==> config.mk <==
export PLATFORM = sky130hd
export DESIGN_NAME = nco_sweep_ctrl
export DESIGN_NICKNAME = d
export VERILOG_FILES = /design/src/rtl/nco_sweep_ctrl.sv
export SDC_FILE = /design/constraint.sdc
export NUM_CORES = 1
export LEC_CHECK = 0
export BUFFER_PORTS_ARGS = -buffer_cell sky130_fd_sc_hd__clkbuf_2
export CAP_MARGIN = 40
export CORE_MARGIN = 2
export CORE_UTILIZATION = 61
export DETAILED_ROUTE_END_ITERATION = 10
export HOLD_SLACK_MARGIN = 0.12
export PLACE_DENSITY = 0.94
export SYNTH_ARGS = -nofsm -noshare
export SYNTH_HDL_FRONTEND = slang
export SYNTH_SLANG_ARGS = --single-unit
==> constraint.sdc <==
create_clock -name clk -period 5.5 [get_ports clk]
set_clock_uncertainty 0.1 [all_clocks]
set_input_delay 1.1 -clock clk [delete_from_list [all_inputs] [get_ports clk]]
set_output_delay 1.1 -clock clk [all_outputs]
set_load 0.005 [all_outputs]
==> src/rtl/nco_sweep_ctrl.sv <==
// nco_sweep_ctrl: frequency-sweep scheduler driving the increment of an NCO.
// It accepts one sweep descriptor per handshake and steps the increment through
// a linear ramp, holding each frequency for dwell+1 clocks. It supports
// one-shot and loop modes and can be aborted at any time.
// Optional macro NCO_SWEEP_BIDIR_EN: loop mode becomes a triangular sweep
// (the ramp retraces to start) instead of a sawtooth.
module nco_sweep_ctrl #(
    parameter int INC_W   = 23,
    parameter int CNT_W   = 12,
    parameter int DWELL_W = 16
) (
    input  logic               clk,
    input  logic               rst,
    input  logic               cfg_valid,
    output logic               cfg_ready,
    input  logic [INC_W-1:0]   cfg_start,
    input  logic [INC_W-1:0]   cfg_step,
    input  logic [CNT_W-1:0]   cfg_count,
    input  logic [DWELL_W-1:0] cfg_dwell,
    input  logic               cfg_loop,
    input  logic               abort,
    output logic [INC_W-1:0]   inc,
    output logic               inc_stb,
    output logic               busy,
    output logic               done
);

    typedef enum logic [1:0] {
        IDLE = 2'd0,
        RUN  = 2'd1,
        DONE = 2'd2
    } state_t;

    state_t             state_r, state_nxt;
    logic [INC_W-1:0]   inc_r, inc_nxt;
    logic               stb_r, stb_nxt;
    logic               busy_r, busy_nxt;
    logic               done_r, done_nxt;
    logic [DWELL_W-1:0] dwell_cnt_r, dwell_cnt_nxt;
    logic [CNT_W-1:0]   step_cnt_r, step_cnt_nxt;
    logic [INC_W-1:0]   start_r, start_nxt;
    logic [INC_W-1:0]   step_r, step_nxt;
    logic [CNT_W-1:0]   count_r, count_nxt;
    logic [DWELL_W-1:0] dwell_r, dwell_nxt;
    logic               loop_r, loop_nxt;
`ifdef NCO_SWEEP_BIDIR_EN
    // High while the triangular sweep is retracing toward the start value.
    logic               dir_r, dir_nxt;
`endif

    // A new descriptor can only be taken while idle and not being aborted.
    assign cfg_ready = (state_r == IDLE) & ~abort;

    assign inc     = inc_r;
    assign inc_stb = stb_r;
    assign busy    = busy_r;
    assign done    = done_r;

    // Next-state and next-output logic for the sweep sequencer.
    always_comb begin
        state_nxt     = state_r;
        inc_nxt       = inc_r;
        stb_nxt       = 1'b0;
        busy_nxt      = busy_r;
        done_nxt      = 1'b0;
        dwell_cnt_nxt = dwell_cnt_r;
        step_cnt_nxt  = step_cnt_r;
        start_nxt     = start_r;
        step_nxt      = step_r;
        count_nxt     = count_r;
        dwell_nxt     = dwell_r;
        loop_nxt      = loop_r;
`ifdef NCO_SWEEP_BIDIR_EN
        dir_nxt       = dir_r;
`endif
        case (state_r)
            IDLE: begin
                busy_nxt = 1'b0;
                if (cfg_valid && cfg_ready) begin
                    start_nxt     = cfg_start;
                    step_nxt      = cfg_step;
                    count_nxt     = cfg_count;
                    dwell_nxt     = cfg_dwell;
                    loop_nxt      = cfg_loop;
                    state_nxt     = RUN;
                    inc_nxt       = cfg_start;
                    stb_nxt       = 1'b1;
                    busy_nxt      = 1'b1;
                    dwell_cnt_nxt = cfg_dwell;
                    step_cnt_nxt  = cfg_count;
`ifdef NCO_SWEEP_BIDIR_EN
                    dir_nxt       = 1'b0;
`endif
                end else begin
                    state_nxt = IDLE;
                end
            end
            RUN: begin
                if (abort) begin
                    // Abort wins over every ramp transition and mutes the NCO.
                    state_nxt = IDLE;
                    inc_nxt   = {INC_W{1'b0}};
                    stb_nxt   = 1'b1;
                    busy_nxt  = 1'b0;
                end else if (dwell_cnt_r != {DWELL_W{1'b0}}) begin
                    dwell_cnt_nxt = dwell_cnt_r - {{(DWELL_W-1){1'b0}}, 1'b1};
                end else if (step_cnt_r != {CNT_W{1'b0}}) begin
`ifdef NCO_SWEEP_BIDIR_EN
                    inc_nxt = dir_r ? (inc_r - step_r) : (inc_r + step_r);
`else
                    inc_nxt = inc_r + step_r;
`endif
                    stb_nxt       = (inc_nxt != inc_r);
                    step_cnt_nxt  = step_cnt_r - {{(CNT_W-1){1'b0}}, 1'b1};
                    dwell_cnt_nxt = dwell_r;
                end else if (!loop_r) begin
                    // One-shot finished: final increment keeps playing.
                    state_nxt = DONE;
                    busy_nxt  = 1'b0;
                    done_nxt  = 1'b1;
                end else begin
                    dwell_cnt_nxt = dwell_r;
`ifdef NCO_SWEEP_BIDIR_EN
                    // The turnaround itself is the first step of the new leg.
                    if (count_r == {CNT_W{1'b0}}) begin
                        step_cnt_nxt = {CNT_W{1'b0}};
                    end else begin
                        dir_nxt      = ~dir_r;
                        inc_nxt      = dir_r ? (inc_r + step_r) : (inc_r - step_r);
                        step_cnt_nxt = count_r - {{(CNT_W-1){1'b0}}, 1'b1};
                    end
`else
                    inc_nxt      = start_r;
                    step_cnt_nxt = count_r;
`endif
                    stb_nxt = (inc_nxt != inc_r);
                end
            end
            DONE: begin
                state_nxt = IDLE;
                busy_nxt  = 1'b0;
                if (abort) begin
                    inc_nxt = {INC_W{1'b0}};
                    stb_nxt = 1'b1;
                end else begin
                    inc_nxt = inc_r;
                end
            end
            default: begin
                state_nxt = IDLE;
                inc_nxt   = {INC_W{1'b0}};
                busy_nxt  = 1'b0;
            end
        endcase
    end

    // State and datapath registers with synchronous reset.
    always_ff @(posedge clk) begin
        if (rst) begin
            state_r     <= IDLE;
            inc_r       <= {INC_W{1'b0}};
            stb_r       <= 1'b0;
            busy_r      <= 1'b0;
            done_r      <= 1'b0;
            dwell_cnt_r <= {DWELL_W{1'b0}};
            step_cnt_r  <= {CNT_W{1'b0}};
            start_r     <= {INC_W{1'b0}};
            step_r      <= {INC_W{1'b0}};
            count_r     <= {CNT_W{1'b0}};
            dwell_r     <= {DWELL_W{1'b0}};
            loop_r      <= 1'b0;
`ifdef NCO_SWEEP_BIDIR_EN
            dir_r       <= 1'b0;
`endif
        end else begin
            state_r     <= state_nxt;
            inc_r       <= inc_nxt;
            stb_r       <= stb_nxt;
            busy_r      <= busy_nxt;
            done_r      <= done_nxt;
            dwell_cnt_r <= dwell_cnt_nxt;
            step_cnt_r  <= step_cnt_nxt;
            start_r     <= start_nxt;
            step_r      <= step_nxt;
            count_r     <= count_nxt;
            dwell_r     <= dwell_nxt;
            loop_r      <= loop_nxt;
`ifdef NCO_SWEEP_BIDIR_EN
            dir_r       <= dir_nxt;
`endif
        end
    end

endmodule

==> results of run 1 <==
==> worst max-delay path, cell delays in order, from the launching register on <==
cell                        delay (ps)
sky130_fd_sc_hd__dfxtp_1           360
sky130_fd_sc_hd__or4_4             570
sky130_fd_sc_hd__or4_4             470
sky130_fd_sc_hd__or4_1             850
sky130_fd_sc_hd__o21ai_2           300
sky130_fd_sc_hd__a21oi_1           150
sky130_fd_sc_hd__o22ai_4           620
sky130_fd_sc_hd__a221oi_1          140
sky130_fd_sc_hd__a2111oi_2         380
==> power by group <==
part	internal (mW)	switching, mW
combinational	0.265	0.399
clock	0.644	0.495
sequential	1.01	0.0767
total	1.92	0.970
==> metrics by stage <==
| step | utilization | power (mW) | worst slack (ps) |
|---|---|---|---|
| after floorplan | - | 1.554 | 2399 |
| after global placement | 0.6565 | 1.705 | 1657 |
| after detailed placement | 0.6619 | 1.732 | 1551 |
| after CTS | 0.7067 | 2.872 | 1506 |
| after global routing | 0.7067 | 3.003 | 1315 |
| final | 0.7067 | 2.887 | 1445 |
==> cells in the final DEF, fill, tap and decap left out, types with 5 or more instances in the layout <==
master,Yosys,final
sky130_fd_sc_hd__a211oi_1,40,40
sky130_fd_sc_hd__a21o_1,8,8
sky130_fd_sc_hd__a21oi_1,137,137
sky130_fd_sc_hd__a221oi_1,9,9
sky130_fd_sc_hd__a311oi_1,7,7
sky130_fd_sc_hd__a311oi_2,7,7
sky130_fd_sc_hd__a31oi_1,9,9
sky130_fd_sc_hd__buf_4,1,11
sky130_fd_sc_hd__clkbuf_16,0,17
sky130_fd_sc_hd__clkbuf_2,0,104
sky130_fd_sc_hd__dfxtp_1,131,131
sky130_fd_sc_hd__ha_1,24,24
sky130_fd_sc_hd__inv_1,13,13
sky130_fd_sc_hd__inv_6,0,7
sky130_fd_sc_hd__mux2i_1,5,5
sky130_fd_sc_hd__nand2_1,215,214
sky130_fd_sc_hd__nand3_1,10,10
sky130_fd_sc_hd__nand3b_1,5,5
sky130_fd_sc_hd__nand4_1,14,14
sky130_fd_sc_hd__nor2_1,95,95
sky130_fd_sc_hd__nor3_1,32,32
sky130_fd_sc_hd__nor4_1,14,14
sky130_fd_sc_hd__o211ai_1,21,21
sky130_fd_sc_hd__o21ai_0,25,25
sky130_fd_sc_hd__or3_1,9,9
sky130_fd_sc_hd__xnor2_1,44,44
sky130_fd_sc_hd__xor2_1,33,33
==> layer usage <==
metal | vias up | wire (um)
met1 | 3909 | 9536
met4 | 0 | 941
met5 | - | 0
met2 | 559 | 10970
met3 | 107 | 2461
li1 | 3969 | -
==> flip-flops by register name (all words and copies together) (netlist names), 2 cells and up <==
register     count
start_r         23
step_cnt_r      12
state_r          2
dwell_r         16
inc             23
dwell_cnt_r     16
count_r         12
step_r          23
==> kinds of logic after synthesis <==
kind of cell,count (synthesis)
and+or+nand+nor,429
DFF,131
buffers and inverters,93
AOI/OAI and AO/OA,312
xor gates and xnor gates,78
adders and majority gates,25
muxes,8
==> worst paths after layout <==
path | start | to | slack (ps) | cells after the start
setup reg to reg | step_cnt_r[3] | inc[22] | 1440 | 8
hold reg to reg | count_r[3] | count_r[3] | 360 | 2
hold / removal | count_r[3] | count_r[3] | 360 | 2
setup / recovery | step_cnt_r[3] | inc[22] | 1440 | 8
==> cell type report <==
| type | instances | area [um^2] | share of cell area |
|---|---|---|---|
| clock inverters | 15 | 161.4 | 0.01745 |
| multi-input cells | 852 | 5119 | 0.5535 |
| clock buffers | 17 | 425.4 | 0.04600 |
| flip-flops and latches | 131 | 2623 | 0.2836 |
| well taps | 176 | 220.2 | 0.02381 |
| repair buffers | 117 | 650.6 | 0.07036 |
| inverters | 13 | 48.80 | 0.005277 |
==> results.md, run 1 <==
Logic synthesis:
- The fraction of the yosys area taken by sequential cells is 0.3237.
- The post-synthesis instance area is 8102 um^2.
- The fraction of registers with async set or reset after synthesis is 0.
- The synthesized-area fraction occupied by ao, oa, aoi and oai cells was 0.2567.
- By area, the combinational part of the netlist is dominated by compound AO/OA/AOI/OAI gates.
- Sorting the synthesized cells by how often they occur yields sky130_fd_sc_hd__nand2_1 (215), sky130_fd_sc_hd__a21oi_1 (137), sky130_fd_sc_hd__dfxtp_1 (131), sky130_fd_sc_hd__nor2_1 (95), sky130_fd_sc_hd__clkbuf_1 (71).
- In this run, synthesis produced a sequential element count of ~130.
- The number of instances in the synthesized netlist is approximately 1100.
- The xor and xnor area share after synthesis is 0.08618.
- After synthesis, the share of cell area in mux cells is 0.01035.
- Of the post-synthesis cell area, the dominant cell type holds 0.3237.
- sky130_fd_sc_hd__nand2_1 is the most common cell in the netlist.
- The number of nets in the synthesized netlist is 1180.
- The synthesized area divided by synthesized cell count is 7.529 um^2.
- During synthesis, Yosys emitted a total of 0 warnings.
- In the post-synthesis netlist, the biggest area contributors are sky130_fd_sc_hd__dfxtp_1 (32%), sky130_fd_sc_hd__nand2_1 (10%), sky130_fd_sc_hd__a21oi_1 (8.5%), sky130_fd_sc_hd__xnor2_1 (4.8%), sky130_fd_sc_hd__nor2_1 (4.4%).
- The adder-cell area share of the yosys netlist is 0.03954.
- The number of flops mapped to enable cells by yosys is 0.
- Yosys mapped the design onto 74 distinct sky130hd cell types.
- Of the total synthesized cell area, the portion taken by AND, OR, NAND and NOR gates is 0.2366.
- The most used flip-flop cell after synthesis is sky130_fd_sc_hd__dfxtp_1.
- Of all cell types, the one taking the most synthesized area is sky130_fd_sc_hd__dfxtp_1.

Global routing:
- The met3 usage is 0.07615.
- The number of antenna violations at the first check in global routing is 0.
- The via count of the first global-routing pass is between 8000 and 9000.
- Global routing finished with a remaining overflow of 0.
- The first global-routing pass estimated 39070 um of wire.
- The met1 layer usage reported by global route is 0.4256.
- In the global route stage, overall resource usage came out at 0.3397.
- The maximum number of pins on one net before global-route repair is just over 80.
- After global routing, the most crowded layer is met2.
- The met2 capacity usage during global routing is 0.5471.

Setup path:
- The nature of the critical path startpoint is a register.
- The required time at the worst-slack endpoint is between 5000 and 6000 ps.
- The critical path is of the register to register type.
- STA classifies the critical path endpoint as a register.
- Along the worst path, the maximum fanout reaches 25.
- The data arrival time of the worst path is around 4300 ps.

Placed design:
- After legalization and detailed placement, the total HPWL measured ~16000 um.
- The quantity of I/O buffers inserted on ports is between 100 and 150.
- The congestion estimate from routability-driven global placement came to 0.9498.
- Including well taps, the total number of placed cells is 1289.
- Summing all placed instances gives a cell area of slightly below 9000 um^2.

Clock tree:
- The count of hold-fix buffers inserted at cts is 0.
- For the worst-skew pair, the clock arrives at the later sink with an insertion delay of 440 ps.
- The number of CTS-inserted buffers is 17.
- The H-tree was split into 4 levels.
- The clock net sink count is 131.
- The buffer count from post-CTS setup fixing is 0.
- No sink is reached through more buffers than the 2 on the longest clock path.
- TritonCTS built the clock tree.
- Once the clock tree was built, the resizer swapped 0 gates to a different size.
- The tree is rooted in a sky130_fd_sc_hd__clkbuf_16.
- After clock tree synthesis, the clock-pin slew on the worst setup and hold paths is 70 ps.

Detailed routing:
- Before antenna repair, the detailed router went through 8 iterations.
- The average via count per standard cell is between 6 and 7.
- After detailed routing, the number of remaining DRC violations is 0.
- Wires add up to 23910 um.
- In the final routed layout, each cell accounts on average for 18.10 um.
- The detail route stage leaves a number of antenna-violating nets equal to 0.
- Across all layers, the routed design uses 8544 vias.
- The DRC violation total after the first TritonRoute iteration is roughly 1100.

STA:
- The number of setup violations in the final report is 0.
- The measured slew at the worst slew-check pin is 898.3 ps.
- The number of hold-slack violations in the final timing report was 0.
- The final count of pins violating max slew was 0.
- Counting I/O delays and the setup requirement, the final critical path takes 4055 ps.
- For the final routed database, the setup TNS stands at 0 ps.
- Final hold analysis gives a worst-case slack of around 360 ps.
- Of the available clock period, the critical path in the final layout requires 0.7374.
- Setup repair after global routing left no endpoint under its margin.
- The upper clock frequency limit is 0.2466 GHz.
- The worst max-slew margin expressed relative to the limit is 0.4011.

Die:
- The floorplan die area is 14220 um^2.
- The area of the core region is 13090 um^2.
- The die outline width is around 120 um.
- The vertical die dimension is 119.2 um.
- The initial core utilization is 0.6191.
- After floorplanning, the core was divided into 42 placement rows.
- The boundary pin count is ~110.

Pwr:
- Power spread over the standard cell area amounts to 312.2 nW/um^2.
- The leakage power total is roughly 3.7 nW.
- VDD sags by at most between 200 and 300 uV.

Cells and area:
- The summed area of non-filler cells in the final layout is a little over 9000 um^2.
- The area added between synthesis and finish is 14.15%.
- The filler cell count is 972.
- The layout net count is 1236.
- The count of placed standard cells in the final layout, fillers left out is about 1300.
- The number of antenna diodes in the final layout is 0.
- In the final layout, the share of cells above drive strength 1 is 0.1607.

Outcome:
- The run finished with clean final reports.

Run:
- The count of max-cap constraint violations is 0.

Worst hold path:
- The tightest min-delay check is of the register to register type.
Note: power is estimated with default switching activity, not from simulation.
==> run 2: changes to the inputs <==
Settings changed: ABC_AREA set to 1, CORE_UTILIZATION 61 to 59, PLACE_DENSITY 0.94 to 0.91.
Clock period 5.5 ns to 4 ns, I/O delays scaled along.
==> run 2 against run 1 <==
Compared with the run above:
- area after synthesis grew 2.8%
- sequential power grew 36%
- critical path type unchanged
- combinational power grew 24%
- routed wire length shrank 2.9%
- register-to-register slack lost 700 ps
- largest power group unchanged
- worst setup slack lost 700 ps
- critical endpoint is now inc[16]
- hold slack gained 3.4 ps
- critical path depth grew 7
- count of clock-buffer cells in the layout grew 1
- utilization shrank 1.8 points
- global-route usage shrank 2.5 points
- fmax grew 24%
==> results.md, run 2 <==
Outcome:
- The run finished with clean final reports.

Placed design:
- Detailed placement ended at an HPWL of 15690 um.
- The total cell area at the placement stage is between 8000 and 9000 um^2.
- The final RePlAce weighted congestion is about 0.94.
- The quantity of I/O buffers inserted on ports is between 100 and 150.

Global routing:
- The all-layer global routing usage is 0.3149.
- The via count of the first global-routing pass is slightly above 8000.
- The maximum number of pins on one net before global-route repair is 65.
- The total global routing overflow is 0.
- The number of antenna violations at the first check in global routing is 1.
- The global-route wire length before repair is between 30000 and 40000 um.

Cells and area:
- The leading cell type in the layout, fill and taps excluded is sky130_fd_sc_hd__nand2_1.
- The final antenna diode count is 0.
- After routing the design area is 9523 um^2.
- In the layout the commonest cells are sky130_fd_sc_hd__nand2_1 (373), sky130_fd_sc_hd__a21oi_1 (155), sky130_fd_sc_hd__dfxtp_1 (131).
- The area added between synthesis and finish is 14.30%.
- The layout cell share with drive strength beyond 1 is 0.1616.
- After the last flow step, the layout net total stands at 1446.

STA:
- The number of hold-slack violations in the final timing report came to 0.
- The clock period minus worst slack is approximately 3300 ps.
- The measured slew at the worst slew-check pin is 832.9 ps.
- Setup violations remaining at the end of the flow were counted as 0.
- The part of the cycle the worst path needs is 0.8149.
- Derived from the worst setup path, the maximum achievable clock frequency is 0.3068 GHz.
- Setup total negative slack on the finished layout was measured at 0 ps.
- The final count of pins violating max slew is 0.
- Setup repair after global routing left no endpoint under its margin.
- The worst max-slew margin expressed relative to the limit is 0.4426.

Logic synthesis:
- The mapped netlist covers around 8300 um^2.
- Counting flops with a built-in enable in the synthesized netlist gives 0.
- Synthesis instantiated 52 different standard cells from the library.
- In this run, synthesis produced a sequential element count of 131.
- Of the total synthesized cell area, the portion taken by full adders, half adders and majority gates is 0.03844.
- The post-synthesis mux area share is 0.
- The total number of yosys warnings is 0.
- The synthesized area divided by synthesized cell count is 6.592 um^2.
- Of the total synthesized cell area, the portion taken by XOR and XNOR cells is 0.04745.
- Synthesis produced a netlist whose cell count is approximately 1300.
- The share of synthesized area in the top cell type comes to 0.3148.
- The share of the Yosys chip area taken by registers is 0.3148.
- sky130_fd_sc_hd__dfxtp_1 takes more of the synthesized area than any other cell.
- The synthesized-area fraction occupied by ao, oa, aoi and oai cells is 0.2159.
- The most frequently used flop master after synthesis is sky130_fd_sc_hd__dfxtp_1.
- The area share of and/or/nand/nor cells after synthesis is 0.2973.
- After synthesis, the cell types taking the most area are sky130_fd_sc_hd__dfxtp_1 (31%), sky130_fd_sc_hd__nand2_1 (17%), sky130_fd_sc_hd__a21oi_1 (9.3%), sky130_fd_sc_hd__o21ai_0 (5.8%), sky130_fd_sc_hd__inv_1 (5.0%).
- The library cell with the highest instance count after synthesis is sky130_fd_sc_hd__nand2_1.
- The fraction of registers with async set or reset after synthesis is 0.
- Counting every net in the synthesized netlist gives approximately 1400.
- In the synthesized netlist, the cells that appear most often are sky130_fd_sc_hd__nand2_1 (374), sky130_fd_sc_hd__a21oi_1 (155), sky130_fd_sc_hd__dfxtp_1 (131), sky130_fd_sc_hd__inv_1 (111), sky130_fd_sc_hd__o21ai_0 (97).
- By area, the combinational part of the netlist is dominated by simple AND/OR/NAND/NOR gates.

Clock tree:
- The count of hold-fix buffers inserted at cts is 0.
- After clock tree synthesis, the clock-pin slew on the worst setup and hold paths is 60 ps.
- The level count of the clock H-tree is 4.
- The cell sitting at the root of the clock tree is a sky130_fd_sc_hd__clkbuf_16.
- Counting every sink on the clock net gives 131.
- The buffer count from post-CTS setup fixing is 0.
- In this run the deepest clock path goes through 2 buffers.
- In this run, CTS created clock tree buffers numbering 17.
- The number of instances resized during post-cts repair is 0.
- The clock reaches the later pin of the worst-skew pair after 430 ps.
- TritonCTS built the clock tree.

Setup path:
- On the critical path the largest part of the delay comes from simple AND/OR/NAND/NOR gates.
- Measured in cells, the most critical reg-to-reg path has a length of 15.
- The signal on the critical path passes through inv_1 -> ha_1 -> inv_1 -> nor2_2 -> nand3_2 -> nor2_4 -> nand3_2 -> clkinv_2 -> a21oi_4 -> nor2_4 -> a21oi_4 -> o21ai_4 -> inv_4 -> nand2_1 -> a21oi_1.
- The worst stage delay on the critical path is roughly 660 ps.
- The buffering stage count on the worst path with inverters included is 4.
- The maximum fanout along the worst path is 24.
- The slowest cell on the critical path is sky130_fd_sc_hd__o21ai_4.
- The kind of capture point of the worst setup path is a register.
- The nature of the critical path startpoint is a register.
- The required time at the worst-slack endpoint is 4210 ps.
- The destination of the critical timing path is inc[16].
- The startpoint-to-endpoint class of the critical path is register to register.
- Counting buffers and inverters, the worst setup path is 15 cells deep.
- The worst register-to-register path begins at step_cnt_r[0].
- The start point of the critical path is step_cnt_r[0].
- The register-to-register setup slack is 740 ps.
- Data on the critical path arrives at its endpoint at between 3000 and 4000 ps.
- The endpoint of the worst-slack reg-to-reg timing path is inc[16].

Worst hold path:
- The path class of the tightest hold or removal check is register to register.

Detailed routing:
- The routed wire length is 23220 um.
- The mean routed wirelength per cell is between 15 and 20 um.
- The number of nets with antenna violations after routing is 0.
- The total DRC errors in the routed layout is 0.
- The first routing iteration left 716 violations.
- The number of optimization iterations in the first detailed-route pass is 6.
- In the routed layout, each cell is associated on average with a via count of 5.714.
- The via count is 8771.

Pwr:
- The worst-case IR drop observed on VDD is 327.0 uV.
- In this run the static leakage power is roughly 4.2 nW.
- The cell area power density is 405.9 nW/um^2.

Die:
- The floorplan step set the die height to 122.8 um.
- The initialized floorplan defines 43 standard-cell rows.
- The area of the core region is 13830 um^2.
- The die outline width is 122.8 um.
- The initial core utilization is 0.6026.
- For this design the top-level I/O count stands at 106.
- The die covers 15090 um^2.

Run:
- The tool flagged a number of max-cap violations equal to 0.
## run 2: changes by cell type after synthesis, sizes merged, moves of 13 or more
cell,delta
a211oi,-39
a21oi,+41
a311oi,-14
clkbuf,-30
inv,+105
nand2,+180
nand3,+57
nor2,-23
nor3,-23
o211ai,-13
o21ai,+72
xnor2,-22
xor2,-15
## run 2: power breakdown
group | leakage, nW | switching, mW | internal, mW | total [mW]
clock | 0.285 | 0.631 | 0.940 | 1.57
combinational | 2.86 | 0.518 | 0.305 | 0.823
sequential | 1.07 | 0.0836 | 1.39 | 1.47
## run 2: final cells by class
class	instances	area, um^2
clock buffer	18	439.2
clock inverter	14	152.6
fill	1156	4304
inverter	119	450.4
multi-input combinational	958	4997
sequential	131	2623
tap	180	225.2
timing repair buffer	115	635.6
## run 2: cell families after synthesis
logic type	count (synthesis)
and+or+nand+nor	575
AOI/OAI and AO/OA	316
buffers and inverters	175
DFF	131
xor gates and xnor gates	42
adders and majority gates	25
## run 2: worst min-delay path: stages (launching register included)
cell                      delay [ps]
sky130_fd_sc_hd__dfxtp_1         290
sky130_fd_sc_hd__inv_1            60
sky130_fd_sc_hd__a21oi_1          60
## run 2: how the worst min path moves through the flow
stage	startpoint	to	cells after the start
3_3_place_gp	count_r[1]	count_r[1]	2
5_1_grt	count_r[1]	count_r[1]	2
6_report	dwell_r[15]	dwell_r[15]	2
3_5_place_dp	count_r[1]	count_r[1]	2
2_1_floorplan	count_r[0]	count_r[0]	2
4_1_cts	dwell_r[15]	dwell_r[15]	2
## run 2: layer usage
metal / track usage / wire length (um) / part of all wire / vias to the layer above
li1: - / - / - / 4321
met1: 0.4018 / 9896 / 0.43 / 3992
met2: 0.5128 / 10800 / 0.47 / 384
met3: 0.06738 / 1857 / 0.080 / 72
met4: 0.1351 / 648 / 0.028 / 2
met5: 0 / 13 / 0.00056 / -
## run 2: stage by stage
step	std cells	total power [mW]	utilization	setup WS [ps]	hold WS, ps
3_5_place_dp	1503	2.299	0.6459	795.0	347.0
3_3_place_gp	1501	2.269	0.6425	849.2	340.0
5_1_grt	1535	4.038	0.6887	490.9	382.3
6_report	1535	3.866	0.6887	740.2	359.8
2_1_floorplan	1264	2.075	-	1539	324.6
4_1_cts	1535	3.864	0.6887	796.6	358.4
==> run 3: changes to the inputs <==
Clock period 4 ns to 3 ns, I/O delays scaled along.
==> run 3 against run 2 <==
Compared with the run above:
- global-route usage rose by 0.29 points
- first-iteration DRC count fell by 17%
- hold slack got worse by 66 ps
- register-to-register slack got worse by 500 ps
- utilization rose by 1.0 points
- final area rose by 1.5%
- via count rose by 0.86%
- total power rose by 36%
- worst setup slack got worse by 500 ps
- combinational power rose by 39%
==> results.md, run 3 (synthesis gave the netlist of run 2 again) <==
Die:
- The floorplan die area is 15090 um^2.
- For this configuration, the core starts out at a cell density of 0.6026.
- During I/O placement, the number of pins put on the boundary was 106.
- The die outline width is 122.8 um.
- After floorplanning, the core was sized to cover 13830 um^2.
- The initialized floorplan defines 43 standard-cell rows.
- The die is approximately 120 um tall.

Setup path:
- The worst stage delay on the critical path is slightly below 500 ps.
- The start point of the critical path is inc[11].
- The slowest stage of the critical path belongs to the cell sky130_fd_sc_hd__dfxtp_1.
- The family with the most delay on the worst path is simple AND/OR/NAND/NOR gates.
- Traced cell by cell, the critical path runs through ha_2 -> a21oi_1 -> a21boi_0 -> nand2_1 -> nand3_1 -> nand2_1 -> nand2_1 -> nand2_1 -> nand2_1 -> nand2_1 -> nor2_1 -> nand3_1 -> nand2_1 -> nand2_1 -> nand2_1 -> a21oi_1.
- The worst setup path is captured at a register.
- The number of cells on the critical path is 16.
- The register-to-register setup slack is 240 ps.
- Following the worst setup path forward leads to its endpoint at inc_stb.
- The endpoint of the worst-slack reg-to-reg timing path is inc_stb.
- The most prevalent standard cell on the critical path is sky130_fd_sc_hd__nand2_1.
- The worst reg2reg path depth is 16.
- The maximum fanout along the worst path is 6.
- The critical path contains buffers and inverters numbering 0 combined.
- The startpoint-to-endpoint class of the critical path is register to register.
- STA puts the critical path data required time at 3180 ps.
- The data arrival time of the worst path is 2930 ps.
- STA classifies the critical path startpoint as a register.
- The startpoint of the worst-slack reg-to-reg timing path is inc[11].

STA:
- The number of hold-slack violations in the final timing report came to 0.
- The upper clock frequency limit is between 0.3 and 0.4 GHz.
- In the finished design, the share of the clock period the worst path needs comes to 0.9184.
- The sum of negative setup slack is 0 ps.
- The number of setup violations in the final report is 0.
- The smallest setup slack after layout is 244.9 ps.
- Setup repair after global routing left no endpoint under its margin.
- The worst pin sits at a relative slew slack of 0.4307.
- The final count of pins violating max slew came to 0.
- For the pin with the worst max-slew slack, the measured transition is 852.9 ps.
- The clock period minus worst slack is 2755 ps.

Cells and area:
- Leaving out filler cells and counting taps, the final layout contains 1554.
- The filler cells instantiated in the layout total between 1000 and 1500.
- The final layout contains 1465 nets.
- The area growth from synthesis to layout is 15.99%.
- The library cell used most frequently in the layout, excluding fill and tap cells, is sky130_fd_sc_hd__nand2_1.
- The final antenna diode count is 0.
- The layout cell share with drive strength beyond 1 is 0.1761.
- Leaving out fill and tap cells, the most frequent cells in the layout are sky130_fd_sc_hd__nand2_1 (373), sky130_fd_sc_hd__a21oi_1 (155), sky130_fd_sc_hd__dfxtp_1 (131).

Global routing:
- The first global-routing pass estimated 37910 um of wire.
- The maximum number of pins on one net before global-route repair is 64.
- Global routing finished with a remaining overflow of 0.
- The number of antenna violations at the first check in global routing was 0.
- For this run, the total global-route usage over all layers was measured as 0.3178.
- The via count of the first global-routing pass came to 8113.

Placed design:
- The number of instances in the placed design is approximately 1500.
- The final RePlAce weighted congestion is 0.9748.
- During placement, the flow inserted port buffers numbering 105.
- Detailed placement finished with a half-perimeter wire length of 16290 um.
- Before CTS, the worst setup slack after placement is 209.5 ps.

Detailed routing:
- The via count is 8846.
- The count of nets left with antenna violations once routing finished came out at 0.
- For this block, the initial DRC count from the detailed router was 592.
- The average via count per standard cell is 5.692.
- Before antenna repair, the detailed router went through 7 iterations.
- The routed wire length is 23200 um.
- The mean routed wirelength per cell is 14.93 um.
- For this run, design rule violations remaining after detail routing come to 0.

Run:
- The count of max-cap constraint violations is 0.

Clock tree:
- The clock passes through at most 2 buffers.
- CTS placed an instance of sky130_fd_sc_hd__clkbuf_16 at the clock tree root.
- The clock net sink count is 131.
- The H-tree was split into 4 levels.
- The number of clock buffers added by TritonCTS is 17.
- TritonCTS built the clock tree.
- For this design, the CTS-stage hold fixing added 0 buffers.
- The insertion delay to the later sink of the worst-skew pair is 430 ps.
- The clock edge transition at the registers on the reported setup and hold paths is 60 ps.

Pwr:
- Of the total power, registers draw 0.372.
- The part of the total power dissipated in combinational logic is 0.218.
- The share of total power dissipated in the clock network is 0.411.
- The net switching power is ~1.6 mW.
- The cell area power density is 542.0 nW/um^2.
- Of the total power, the share spent switching nets is 0.3075.
- IR analysis of the VDD net gives a maximum drop of approximately 450 uV.
- Summed over all cells, the static leakage comes to 4.307 nW.
- The internal power is 3.627 mW.

Worst hold path:
- The worst hold path passes through 3 cells.
- The class of the tightest hold or removal check is input port to register.

Outcome:
- The flow ran to the end, and the final reports show no timing, DRC or antenna violations.
run 3: worst min-delay path, cell delays in order:
cell and delay [ps]:
sky130_fd_sc_hd__clkbuf_2 80, sky130_fd_sc_hd__nand2_1 50, sky130_fd_sc_hd__a21oi_1 50
run 3: area by class of cell:
type | instances | area [um^2] | area share
multi-input combinational | 958 | 5010 | 0.5184
sequential | 131 | 2623 | 0.2714
timing repair buffer | 134 | 745.7 | 0.07716
clock buffer | 20 | 456.7 | 0.04726
inverter | 119 | 450.4 | 0.04661
tap | 180 | 225.2 | 0.02330
clock inverter | 12 | 153.9 | 0.01592
run 3: how the worst min path moves through the flow:
stage	startpoint	to	slack [ps]
CTS	cfg_step[19]	step_r[19]	280
detailed placement	count_r[0]	count_r[0]	350
global placement	dwell_r[3]	dwell_r[3]	340
finish	cfg_step[19]	step_r[19]	290
global route	cfg_step[19]	step_r[19]	300
floorplan	count_r[0]	count_r[0]	320
run 3: layer usage:
metal,routed length (um),vias up,global-route usage,part of all wire
met4,612,0,0.1185,0.026
met1,9633,4031,0.4058,0.42
met5,0,-,0,0
met3,2104,58,0.06970,0.091
li1,-,4371,-,-
met2,10850,386,0.5242,0.47
run 3: power groups by stage:
stage                     Combinational, mW  Sequential, mW  Clock (mW)
after CTS                              1.12            1.94        2.18
after global placement                 1.09            1.97           0
final                                  1.14            1.95        2.15
after detailed placement               1.11            1.98           0
after global routing                   1.27            1.96        2.25
after floorplan                       0.802            1.97           0
run 3: repair_timing:
action                                  in CTS  in global routing
resized for setup                            0                  5
endpoints found under the setup margin       0                  1
setup buffers                                0                  0
run 3: metrics by stage:
stage	hold slack (ps)	area [um^2]	util	total power, mW
2_1_floorplan	324.6	8332	-	2.767
3_3_place_gp	339.7	9041	0.6539	3.060
3_5_place_dp	349.0	9041	0.6539	3.089
4_1_cts	283.5	9652	0.6980	5.245
5_1_grt	297.9	9664	0.6989	5.480
6_report	293.3	9664	0.6989	5.238
